### src/rtl/buffet_pkg.sv
// Shared definitions for the buffet datapath blocks.
package buffet_pkg;

    // Arbitration owner encoding: who currently holds a burst grant.
    typedef logic [1:0] owner_t;

    localparam owner_t OWN_NONE = 2'd0;
    localparam owner_t OWN_R0   = 2'd1;
    localparam owner_t OWN_R1   = 2'd2;

endpackage

### src/rtl/reverse.sv
// Pure combinational bit-order reversal: out bit i is in bit WIDTH-1-i.
module reverse #(
    parameter int WIDTH = 32
) (
    input  logic [WIDTH-1:0] in_data,
    output logic [WIDTH-1:0] out_data
);

    // Wire each output bit to its mirror input bit.
    for (genvar i = 0; i < WIDTH; i++) begin : g_bit
        assign out_data[i] = in_data[WIDTH-1-i];
    end

endmodule

### src/rtl/reverse_arbiter.sv
// Two-requester round-robin arbiter with bounded bursts in front of one
// shared bit-reversal datapath, feeding a single-entry valid/ready output.
module reverse_arbiter
    import buffet_pkg::*;
#(
    parameter int WIDTH     = 32,
    parameter int MAX_BURST = 4
) (
    input  logic             clk,
    input  logic             nreset,
    input  logic             in0_valid,
    output logic             in0_ready,
    input  logic [WIDTH-1:0] in0_data,
    input  logic             in0_rev,
    input  logic             in1_valid,
    output logic             in1_ready,
    input  logic [WIDTH-1:0] in1_data,
    input  logic             in1_rev,
    output logic             out_valid,
    input  logic             out_ready,
    output logic [WIDTH-1:0] out_data,
    output logic             out_src
);

    localparam int CW = $clog2(MAX_BURST + 1);

    owner_t          owner, owner_nxt;
    logic [CW-1:0]   cnt, cnt_nxt;
    logic            last, last_nxt;

    logic            owner_hit;   // current owner still presenting a beat
    logic            rel_last;    // priority pointer once a stale owner is released
    logic            grant_vld;
    logic            grant;
    logic            pipe_ready;
    logic            xfer;

    logic [WIDTH-1:0] sel_data;
    logic [WIDTH-1:0] rev_data;
    logic             sel_rev;

    assign pipe_ready = !out_valid || out_ready;
    assign xfer       = grant_vld && pipe_ready && nreset;
    assign in0_ready  = pipe_ready && grant_vld && !grant && nreset;
    assign in1_ready  = pipe_ready && grant_vld &&  grant && nreset;

    // Grant: the owner keeps the datapath while valid; otherwise round-robin
    // against the last served requester, counting a released owner as served.
    always_comb begin
        grant_vld = 1'b0;
        grant     = 1'b0;
        owner_hit = 1'b0;
        rel_last  = last;
        if (owner == OWN_R0 && in0_valid) begin
            grant_vld = 1'b1;
            grant     = 1'b0;
            owner_hit = 1'b1;
        end else if (owner == OWN_R1 && in1_valid) begin
            grant_vld = 1'b1;
            grant     = 1'b1;
            owner_hit = 1'b1;
        end else begin
            if (owner == OWN_R0)      rel_last = 1'b0;
            else if (owner == OWN_R1) rel_last = 1'b1;
            if (in0_valid && in1_valid) begin
                grant_vld = 1'b1;
                grant     = !rel_last;
            end else if (in0_valid) begin
                grant_vld = 1'b1;
                grant     = 1'b0;
            end else if (in1_valid) begin
                grant_vld = 1'b1;
                grant     = 1'b1;
            end
        end
    end

    // Burst bookkeeping: count beats of the owner, release at MAX_BURST or
    // when the owner goes idle; a pure stall leaves everything untouched.
    always_comb begin
        owner_nxt = owner;
        cnt_nxt   = cnt;
        last_nxt  = last;
        if (xfer) begin
            last_nxt = rel_last;
            if (owner_hit) begin
                cnt_nxt = cnt + 1'b1;
            end else begin
                owner_nxt = grant ? OWN_R1 : OWN_R0;
                cnt_nxt   = CW'(1);
            end
            if (cnt_nxt == CW'(MAX_BURST)) begin
                owner_nxt = OWN_NONE;
                cnt_nxt   = '0;
                last_nxt  = grant;
            end
        end else if (owner != OWN_NONE && !owner_hit) begin
            owner_nxt = OWN_NONE;
            cnt_nxt   = '0;
            last_nxt  = rel_last;
        end
    end

    // Arbitration state register; after reset requester 0 wins first contention.
    always_ff @(posedge clk) begin
        if (!nreset) begin
            owner <= OWN_NONE;
            cnt   <= '0;
            last  <= 1'b1;
        end else begin
            owner <= owner_nxt;
            cnt   <= cnt_nxt;
            last  <= last_nxt;
        end
    end

    assign sel_data = grant ? in1_data : in0_data;
    assign sel_rev  = grant ? in1_rev  : in0_rev;

    reverse #(.WIDTH(WIDTH)) u_reverse (
        .in_data  (sel_data),
        .out_data (rev_data)
    );

    // Single-entry output stage: load on transfer, drain when consumed.
    always_ff @(posedge clk) begin
        if (!nreset) begin
            out_valid <= 1'b0;
            out_data  <= '0;
            out_src   <= 1'b0;
        end else if (xfer) begin
            out_valid <= 1'b1;
            out_data  <= sel_rev ? rev_data : sel_data;
            out_src   <= grant;
        end else if (out_ready) begin
            out_valid <= 1'b0;
        end
    end

endmodule

### config.mk
export PLATFORM = sky130hd
export DESIGN_NAME = reverse_arbiter
export DESIGN_NICKNAME = d
export VERILOG_FILES = /design/src/rtl/buffet_pkg.sv /design/src/rtl/reverse.sv /design/src/rtl/reverse_arbiter.sv
export SDC_FILE = /design/constraint.sdc
export NUM_CORES = 1
export LEC_CHECK = 0
export BUFFER_PORTS_ARGS = -buffer_cell sky130_fd_sc_hd__buf_2
export CELL_PAD_IN_SITES_DETAIL_PLACEMENT = 1
export CELL_PAD_IN_SITES_GLOBAL_PLACEMENT = 1
export CORE_UTILIZATION = 37
export DETAILED_ROUTE_END_ITERATION = 10
export GPL_ROUTABILITY_DRIVEN = 0
export GPL_TIMING_DRIVEN = 0
export HOLD_SLACK_MARGIN = 0.12
export PLACE_DENSITY = 0.86
export SKIP_CTS_REPAIR_TIMING = 1
export SYNTH_ARGS = -nofsm -noshare
export SYNTH_HDL_FRONTEND = slang
export SYNTH_SLANG_ARGS = --single-unit
### constraint.sdc
create_clock -name clk -period 3.3 [get_ports clk]
set_input_delay 0.165 -clock clk [delete_from_list [all_inputs] [get_ports clk]]
set_output_delay 0.165 -clock clk [all_outputs]
set_load 0.1 [all_outputs]
* Word-level counts from Yosys, hierarchy flattened
Index checks and enable logic that the tools add are counted.
** Operators by class
- Add/sub/neg operators :: 1
- Multipliers :: 0
- Div/mod/pow operators :: 0
- Magnitude comparators :: 0
- Eq/ne operators :: 4
- Shifts and indexed selects :: 0
- Muxes and demuxes :: 35
- Bitwise logic cells :: 0
- Reductions and logical operators :: 19
** Operators by type and width (count)
- $mux W32 :: 2
- $mux W1 :: 23
- $mux W3 :: 5
- $logic_and A1 B1 Y1 :: 10
- $mux W2 :: 5
- $reduce_bool A2 Y1 :: 3
- $logic_not A1 Y1 :: 4
- $add A3 B1 Y3 const B :: 1
- $eq A3 B3 Y1 const B :: 1
- $ne A3 B2 Y1 const B :: 1
- $eq A2 B1 Y1 const B :: 1
- $eq A2 B2 Y1 const B :: 1
- $reduce_and A2 Y1 :: 1
- $logic_or A1 B1 Y1 :: 1
** Storage, ports and cells
- Bits in registers :: 40
- Latch bits :: 0
- Memory bits (writable) :: 0
- Memory bits (read-only) :: 0
- Bits of input ports :: 71
- Output and inout port bits :: 36
- Logic and storage cells :: 65
- Memories :: 0

* Longest topological paths before layout
- Word-level depth :: 13
- Gate-level depth with buffers :: 6
- Mapped depth without buffers :: 5

* By module
From an unflattened synthesis, not the netlist that was laid out.
** Unflattened totals
- Cells, all modules :: 247
- Area, all modules :: 2575.0 um2
** By module, submodules not included
- reverse_arbiter :: instances 1, cells an instance 215, area each 2334.7 um2
- reverse :: instances 1, cells an instance 32, area each 240.2 um2

* Worst setup path after synthesis
Ideal clock, no wire load.
- Path type :: register to output
- Start point :: register out_valid
- End point :: output port in1_ready
- Arrival time :: 1.857 ns
- Data required time :: 3.135 ns
- Slack :: 1.278 ns
- Stages on the path, launching flop included :: 5
- Path buffers :: 0
- Cells stage by stage :: dfxtp_1 > nand2b_1 > nor3b_2 > nand2_1 > inv_1
** On the way
- Cells in the longest elaborated chain, start to end :: 5
** Ends and longest elaborated chain
- from (decl) :: RTL line reverse_arbiter.sv:19 : output logic out_valid,
- from (signal assigned) :: RTL line reverse_arbiter.sv:128 : out_valid <= 1'b0;
- from (signal assigned) :: RTL line reverse_arbiter.sv:132 : out_valid <= 1'b1;
- from (signal assigned) :: RTL line reverse_arbiter.sv:136 : out_valid <= 1'b0;
- $logic_not A1 Y1 :: RTL line reverse_arbiter.sv:42 : assign pipe_ready = !out_valid || out_ready;
- $logic_or A1 B1 Y1 :: RTL line reverse_arbiter.sv:42
- $logic_and A1 B1 Y1 (3 in a row) :: RTL line reverse_arbiter.sv:45 : assign in1_ready = pipe_ready && grant_vld && grant && nreset;
- to (decl) :: RTL line reverse_arbiter.sv:16 : output logic in1_ready,
Every way passes these cells.

* Worst setup path in the final report
- Start point :: register owner[0]
- End point :: output port in1_ready
** On the way
- Cells in the longest elaborated chain, start to end :: 11
** Ends and longest elaborated chain
- from (decl) :: RTL line reverse_arbiter.sv:27 : owner_t owner, owner_nxt;
- from (signal assigned) :: RTL line reverse_arbiter.sv:111 : owner <= owner_nxt;
- $eq A2 B2 Y1 :: RTL line reverse_arbiter.sv:58, reverse_arbiter.sv:64
- $mux W1 :: RTL line reverse_arbiter.sv:64 : else if (owner == OWN_R1) rel_last = 1'b1;
- $mux W1 :: RTL line reverse_arbiter.sv:63 : if (owner == OWN_R0) rel_last = 1'b0;
- $mux W1 :: RTL line reverse_arbiter.sv:58 : end else if (owner == OWN_R1 && in1_valid) begin
- $mux W1 :: RTL line reverse_arbiter.sv:54 : if (owner == OWN_R0 && in0_valid) begin
- $logic_not A1 Y1 :: RTL line reverse_arbiter.sv:67 : grant = !rel_last;
- $mux W1 :: RTL line reverse_arbiter.sv:65 : if (in0_valid && in1_valid) begin
- $mux W1 :: RTL line reverse_arbiter.sv:58
- $mux W1 :: RTL line reverse_arbiter.sv:54
- $logic_and A1 B1 Y1 * (2 in a row) :: RTL line reverse_arbiter.sv:45
Mark *: on every way between the ends. The rest lies on a longest branch, timed or not. The select of a mux whose other input is x is not followed.

==> results_dict.tcl <==
set metrics [dict create \
    final_cell_mix "122 x buf_2, 64 x mux2i_1, 40 x dfxtp_1" \
    drc 15 \
    cp-end-kind "output pin" \
    total_power_mw 1.828 \
    critPathRequiredTime_ps 3130 \
    die_x_um 84.51 \
    power_density_nw_per_um2 563.8 \
    place_hpwl_mm 6.481 \
    clockBufferDepth 2 \
    grt_pass1_wl_mm 13.21 \
    die_h_um 84.51 \
    nNetsFinal 459 \
    antenna_found_initial 0 \
    peakVddDrop_uv 292.3 \
    clk_latency_ps 290 \
    tightest_slew_ps 540.4 \
    initial_utilization 0.3900 \
    firstDrtPassIters 7 \
    grtUsageTotal 0.2341 \
    num_rows 29 \
    utilization 0.5019 \
    syn2layout_area_growth_pct 28.71 \
    synth_top_area_frac 0.3179 \
    drive_above_1_share 0.3608 \
    core-area_um2 6459 \
    critical_path_arrival_ps 2100 \
    cts_tree "done" \
    grt_overflow 0 \
    grt_max_degree 14 \
    antenna_cells 0 \
    htreeDepth 2 \
    wl_mm 8.430 \
    finClkSkew_ps 3.927 \
    maxSlewViolCount 0 \
    cts_sinks 40 \
    synth_seq_cells 40 \
    worstSetupPathType "reg2out" \
    hold_violations 0 \
    slew_headroom 0.6397 \
    status "finished, violations left" \
    final_common_cell "buf_2" \
    min_path_type "in2reg" \
    wire_per_inst_um 18.13 \
    synth_cell_types 30 \
    leakagePower_nw 1.676 \
    synth_flop_cell "dfxtp_1" \
    syn_area_um2 2519 \
    setup_slack_ps 1037 \
    die_area_um2 7141 \
    finalInstanceArea_um2 3242 \
    setup_viol 0 \
    dp_slack_ps 1377 \
    grt_pass1_vias 2708 \
    syn_avg_cell_area_um2 9.093 \
    synth_edf_count 0 \
    synthTopCellsByArea "dfxtp_1 32%, mux2i_1 25%, a32o_1 13%" \
    drt_iter0_markers 125 \
    fin_crit_ps 2263 \
    yosys.area.top_type "dfxtp_1" \
    syn-num-nets 349 \
    post-route-period-util 0.6857 \
    num_io_pins 107 \
    antenna_left 0 \
    vias_per_cell 5.744 \
    syn_inst 277 \
    vias 2671 \
    violations "design-rule violations" \
    root_buffer "clkbuf_8" \
    numPortBuffers 103 \
    grt_setup_unrepaired "false" \
    cts_made_buffers 5 \
    max_cap_viol_count 0 \
    tns_ps 0 \
    place_area_um2 3131 \
    clkTransAtPathRegs_ps 80 \
    yosysSeqAreaShare 0.3179 \
    worstSetupStartpointType "flop" \
    crit_path_max_fanout 10 \
    synthArstFlopShare 0 \
    yosysWarnings 0 \
    clock.fmax_ghz 0.4419 \
]
## cell usage after synthesis (all sizes together), types with 2 or more instances
cell type	instances
dfxtp	40
clkbuf	4
nand2b	3
a21oi	37
nand3	8
inv	7
a22oi	2
buf	22
mux2i	64
o32ai	2
nor2b	3
nand2	35
nor2	2
a32o	32
o21ai	4
nand3b	2
## stage by stage
stage / hold WS, ps / cells
finish: 175.6 / 465
global route: 212.2 / 465
detailed placement: 456.5 / 457
global placement: 447.7 / 457
CTS: 175.0 / 465
floorplan: 339.6 / 277
## registers in the layout, summed over array words and instances, names as in the netlist
name / flops
owner: 2
out_valid: 1
out_src: 1
cnt: 3
out_data: 32
last: 1
## cell families (layout without fill, tap and decap cells)
group                      Yosys count  count (layout)  share of synthesized area
buffers and inverters               33             144                    0.06756
AOI/OAI and AO/OA                   83              83                     0.2504
adders and majority gates            1               1                   0.004967
xor gates and xnor gates             1               1                   0.003478
muxes                               64              64                     0.2543
and+or+nand+nor                     55              55                     0.1013
DFF                                 40              40                     0.3179
## routing by layer
layer,vias up,wire [um],GRT usage
met1,1296,3527,0.2867
met5,-,0,0
met2,96,4261,0.4065
met4,0,182,0.09707
li1,1264,-,-
met3,15,457,0.03933
## final cells by class
class                      count  area, um^2
fill                         811        3217
timing repair buffer         103       515.5
clock buffer                   5       68.82
inverter                       7       26.28
sequential                    40       800.8
clock inverter                 3       42.54
buffer                        26       143.9
tap                           77       96.34
multi-input combinational    204        1548
## critical path, cell delays in order, from the launching register on
cell and delay (ps):
dfxtp_1 370, o21bai_2 190, o211a_1 310, buf_2 300
nand2_1 130, inv_1 70, buf_2 420
## where the power goes
| part | switching [mW] | internal, mW |
|---|---|---|
| sequential | 0.0382 | 0.544 |
| combinational | 0.637 | 0.200 |
| clock | 0.184 | 0.224 |
## final timing paths
| path | end | depth (start not counted) | slack (ps) | startpoint |
|---|---|---|---|---|
| hold reg to reg | out_src | 2 | 460 | out_src |
| hold / removal | out_valid | 3 | 180 | out_ready |
| setup reg to reg | out_data[8] | 5 | 1660 | owner[0] |
| setup / recovery | in1_ready | 6 | 1040 | owner[0] |
No activity file was read; power rests on OpenSTA's default activity.
